<file path="src/rtl/sync_fwft_fifo.sv">
// Single-clock first-word-fall-through FIFO. Writes are registered into an
// array; the head word is read combinationally, so it is valid whenever empty is low.
module sync_fwft_fifo #(
    parameter int DWIDTH   = 8,
    parameter int AWIDTH   = 6,
    parameter int AF_LEVEL = 2**AWIDTH - 4,
    parameter int AE_LEVEL = 4
) (
    input  logic              clk,
    input  logic              rst,
    input  logic              clr,
    input  logic              wr_en,
    input  logic [DWIDTH-1:0] wr_data,
    input  logic              rd_en,
    output logic [DWIDTH-1:0] rd_data,
    output logic              empty,
    output logic              full,
    output logic              almost_empty,
    output logic              almost_full,
    output logic [AWIDTH:0]   level,
    output logic              overflow,
    output logic              underflow
);

    localparam int DEPTH = 2**AWIDTH;
    localparam logic [AWIDTH:0] DEPTH_L = (AWIDTH+1)'(DEPTH);
    localparam logic [AWIDTH:0] AF_L    = (AWIDTH+1)'(AF_LEVEL);
    localparam logic [AWIDTH:0] AE_L    = (AWIDTH+1)'(AE_LEVEL);

    logic [DWIDTH-1:0] mem [DEPTH];

    logic [AWIDTH-1:0] wr_ptr_reg;
    logic [AWIDTH-1:0] rd_ptr_reg;
    logic [AWIDTH:0]   level_reg;
    logic              overflow_reg;
    logic              underflow_reg;

    logic wr_acc;
    logic rd_acc;

    // A pop in the same cycle frees a slot, so a full FIFO can still take a write.
    assign rd_acc = rd_en & ~empty;
    assign wr_acc = wr_en & (~full | rd_acc);

    assign empty        = (level_reg == '0);
    assign full         = (level_reg == DEPTH_L);
    assign almost_empty = (level_reg <= AE_L);
    assign almost_full  = (level_reg >= AF_L);
    assign level        = level_reg;
    assign overflow     = overflow_reg;
    assign underflow    = underflow_reg;
    assign rd_data      = mem[rd_ptr_reg];

    always_ff @(posedge clk) begin
        if (wr_acc && !clr) begin
            mem[wr_ptr_reg] <= wr_data;
        end
    end

    always_ff @(posedge clk or posedge rst) begin
        if (rst) begin
            wr_ptr_reg    <= '0;
            rd_ptr_reg    <= '0;
            level_reg     <= '0;
            overflow_reg  <= 1'b0;
            underflow_reg <= 1'b0;
        end else if (clr) begin
            wr_ptr_reg    <= '0;
            rd_ptr_reg    <= '0;
            level_reg     <= '0;
            overflow_reg  <= 1'b0;
            underflow_reg <= 1'b0;
        end else begin
            if (wr_acc) begin
                wr_ptr_reg <= wr_ptr_reg + AWIDTH'(1);
            end
            if (rd_acc) begin
                rd_ptr_reg <= rd_ptr_reg + AWIDTH'(1);
            end
            case ({wr_acc, rd_acc})
                2'b10:   level_reg <= level_reg + (AWIDTH+1)'(1);
                2'b01:   level_reg <= level_reg - (AWIDTH+1)'(1);
                default: level_reg <= level_reg;
            endcase
            if (wr_en && full && !rd_acc) begin
                overflow_reg <= 1'b1;
            end
            if (rd_en && empty) begin
                underflow_reg <= 1'b1;
            end
        end
    end

endmodule

</file>
<file path="config.mk">
export PLATFORM = sky130hd
export DESIGN_NAME = sync_fwft_fifo
export DESIGN_NICKNAME = d
export VERILOG_FILES = /design/src/rtl/sync_fwft_fifo.sv
export SDC_FILE = /design/constraint.sdc
export NUM_CORES = 1
export LEC_CHECK = 0
export BUFFER_PORTS_ARGS = -buffer_cell sky130_fd_sc_hd__buf_4
export CAP_MARGIN = 20
export CORE_ASPECT_RATIO = 1.1
export CORE_MARGIN = 8
export CORE_UTILIZATION = 60
export DETAILED_ROUTE_END_ITERATION = 16
export HOLD_SLACK_MARGIN = 0.15
export PLACE_DENSITY_LB_ADDON = 0.08
export SLEW_MARGIN = 5
export SYNTH_ARGS = -nofsm -noshare
export SYNTH_HDL_FRONTEND = slang
export SYNTH_SLANG_ARGS = --single-unit
</file>
<file path="constraint.sdc">
create_clock -name clk -period 4.15 [get_ports clk]
set_input_delay 1.0375 -clock clk [delete_from_list [all_inputs] [get_ports clk]]
set_output_delay 1.0375 -clock clk [all_outputs]
set_load 0.01 [all_outputs]
</file>
==> impl_metrics.json <==
{
  "outcome": "finished, final reports clean",
  "clock_path_buffers": 3,
  "critPathKind": "flop to output pin",
  "grt_max_degree": 65,
  "syn_area_um2": 21270,
  "power_frac_clock_pct": 35.2,
  "switching_share_pct": 25.15,
  "wl_per_cell_um": 29.35,
  "grt_util_all_layers_pct": 23.40,
  "synth_flop_cell": "edfxtp_1",
  "seqPwrFrac_pct": 47.2,
  "syn_inst": 1090,
  "cts-root-buf": "clkbuf_16",
  "multiInputGateArea_um2": 5022,
  "min_period_ns": 4.122,
  "clock_skew_ns": 0.02229,
  "cts_made_buffers": 51,
  "ys_seq_area_share_pct": 74.74,
  "cp-end-kind": "output pin",
  "yosys-top-cells-area": "edfxtp_1, mux4_2, mux2i_1",
  "synth.most_common_cell": "edfxtp_1",
  "fill_cells": 2215,
  "diodes": 0,
  "syn_avg_cell_area_um2": 19.52,
  "cts_sinks": 533,
  "io_buffer_count": 33,
  "grt_setup_unrepaired": "false",
  "fin_crit_sh_pct": 99.32,
  "core_um2": 35040,
  "worstMarginPinSlew_ns": 0.9085,
  "via_per_inst": 6.538,
  "clock.fmax_mhz": 242.6,
  "worstPathRequired_ns": 3.11,
  "rows": 72,
  "drt_iter0_drc": 1159,
  "initial_core_util_pct": 60.70,
  "slew_headroom_pct": 39.21,
  "setup_violations": 0,
  "power_density_nw_per_um2": 532.3,
  "yosys_warnings": 0,
  "die_w_um": 195.5,
  "path_max_fanout": 39,
  "h-tree-depth": 2,
  "grt_pass1_vias": 10790,
  "finalPower_uw": 12790,
  "largest_register_ffs": 512,
  "layout-drive-gt1-share_pct": 24.45,
  "overflow": 0,
  "grt_pass1_wl_um": 71420,
  "yosysTopAreaCellShare_pct": 72.27,
  "slew_violations": 0,
  "dpl_cell_area_um2": 22260,
  "maxCapViolCount": 0,
  "cts_tree": "built",
  "synth_common_cells": "edfxtp_1, mux4_2, nor2_1",
  "path_clk_slew_ns": 0.06,
  "drtAntennaViolNets": 0,
  "worstHoldPathType": "flop to flop",
  "gp_congestion": 0.8994,
  "p_int_uw": 9575,
  "synth-seq-cells": 533,
  "async_flop_share_pct": 3.940,
  "antenna_found_initial": 0,
  "dr.pass1.iters": 7,
  "die_y_um": 213.5,
  "start_kind": "flop",
  "clock_latency_ns": 0.58,
  "cp.arrival_ns": 3.08,
  "ioPinCount": 34,
  "final_nets": 1204,
  "hpwl_um": 29510,
  "place_inst": 1566,
  "p_leak_uw": 0.007587,
  "fin_util_pct": 68.58,
  "vias": 10870,
  "area_growth_pct": 12.97,
  "instances_no_fill": 1663,
  "p_comb_share_pct": 17.6,
  "drcViolationCount": 0,
  "power.switching_uw": 3217,
  "synth_edf_count": 512,
  "dieArea_um2": 41740,
  "finalSetupTns_ns": 0,
  "finalHoldViolations": 0,
  "yosys.area.top_type": "edfxtp_1",
  "holdBufCountCts": 0,
  "peakVddDrop_mv": 0.4048,
  "regArea_um2": 15910,
  "synth_cell_types": 55,
  "syn_nets": 1111,
  "drt-total-wl_um": 48810,
  "final_area_um2": 24030
}
per-stage QoR:
step	setup WS (ns)	hold WS (ns)
after floorplan	0.8575	0.5285
final	0.02835	0.5149
after global routing	0.006803	0.5455
after global placement	0.5385	0.4873
after detailed placement	0.5484	0.5044
after CTS	0.005801	0.5191
cells by family (layout without fill, tap and decap cells):
kind of cell | count (synthesis) | count (layout) | share of synthesized area, %
flip-flops | 533 | 533 | 74.74
multiplexers | 191 | 191 | 14.87
adder cells (fa/ha/maj) | 8 | 8 | 0.5058
AO/OA/AOI/OAI | 119 | 119 | 4.153
AND/OR/NAND/NOR | 160 | 160 | 3.558
buffers and inverters | 68 | 197 | 1.717
XOR/XNOR | 11 | 11 | 0.4529
worst paths after layout:
check | from | endpoint | slack, ns | cells past startpoint
max in group asynchronous | rst | rd_ptr_reg[0] | 2.82 | 2
worst max-delay path | rd_ptr_reg[1] | rd_data[0] | 0.03 | 7
worst min register to register | underflow | underflow | 0.51 | 2
min in group asynchronous | rst | rd_ptr_reg[5] | 0.66 | 2
worst min-delay path | underflow | underflow | 0.51 | 2
worst max register to register | level[3] | mem[33][1] | 1.35 | 6
final cells by class:
| type | instances | share of cell area (%) |
|---|---|---|
| Multi-Input combinational cell | 489 | 20.90 |
| Timing Repair Buffer | 100 | 3.764 |
| Clock inverter | 21 | 0.9163 |
| Clock buffer | 68 | 5.789 |
| Sequential cell | 533 | 66.20 |
| Inverter | 8 | 0.1249 |
| Tap cell | 444 | 2.312 |
worst max-delay path, stage by stage (launching register included):
cell and delay (ns):
dfrtp_4 0.55, buf_12 0.30, mux2i_1 0.48, o22ai_1 0.17, a211oi_1 0.44, a22oi_1 0.18, and3_1 0.22, buf_4 0.15
placed cells by master, fill, tap and decap left out, drive strengths merged, types with 2 or more instances in the layout:
cell type,count
dfrtp,21
a21o,2
ha,7
a211oi,30
nor2b,4
a221oi,3
nor2,97
or3,5
bufinv,4
a31oi,4
xor2,4
nor3,7
o21ai,10
and2,2
nand3,12
xnor2,7
nor3b,2
clkinv,15
mux2i,91
nand2,13
inv,9
buf,97
a22oi,16
nand3b,4
nand2b,2
or3b,2
o41ai,7
mux4,100
edfxtp,512
or2,2
o22ai,28
a21oi,7
a22o,3
and3,7
clkbuf,71
layer usage:
metal	part of all wire (%)	GRT usage (%)	vias to the layer above	wire [µm]
li1	-	-	4651	-
met1	41	32.28	5696	20160
met2	49	38.10	435	23700
met3	6.8	3.971	90	3320
met4	3.3	7.950	0	1630
met5	0	0	-	0
power by group through the flow:
stage	Sequential (µW)	Combinational (µW)	Clock, µW
detailed placement	6150	2160	0
global placement	6150	2150	0
global route	6040	2400	4760
floorplan	6120	1470	0
finish	6040	2260	4500
CTS	6040	2170	4560
timing repair:
action,4_1_cts,5_1_grt
endpoints found under the setup margin,2,6
buffers inserted,0,5
pin swaps,0,1
cloned,0,3
resized for setup,3,6
Note: power is estimated with default switching activity, not from simulation.
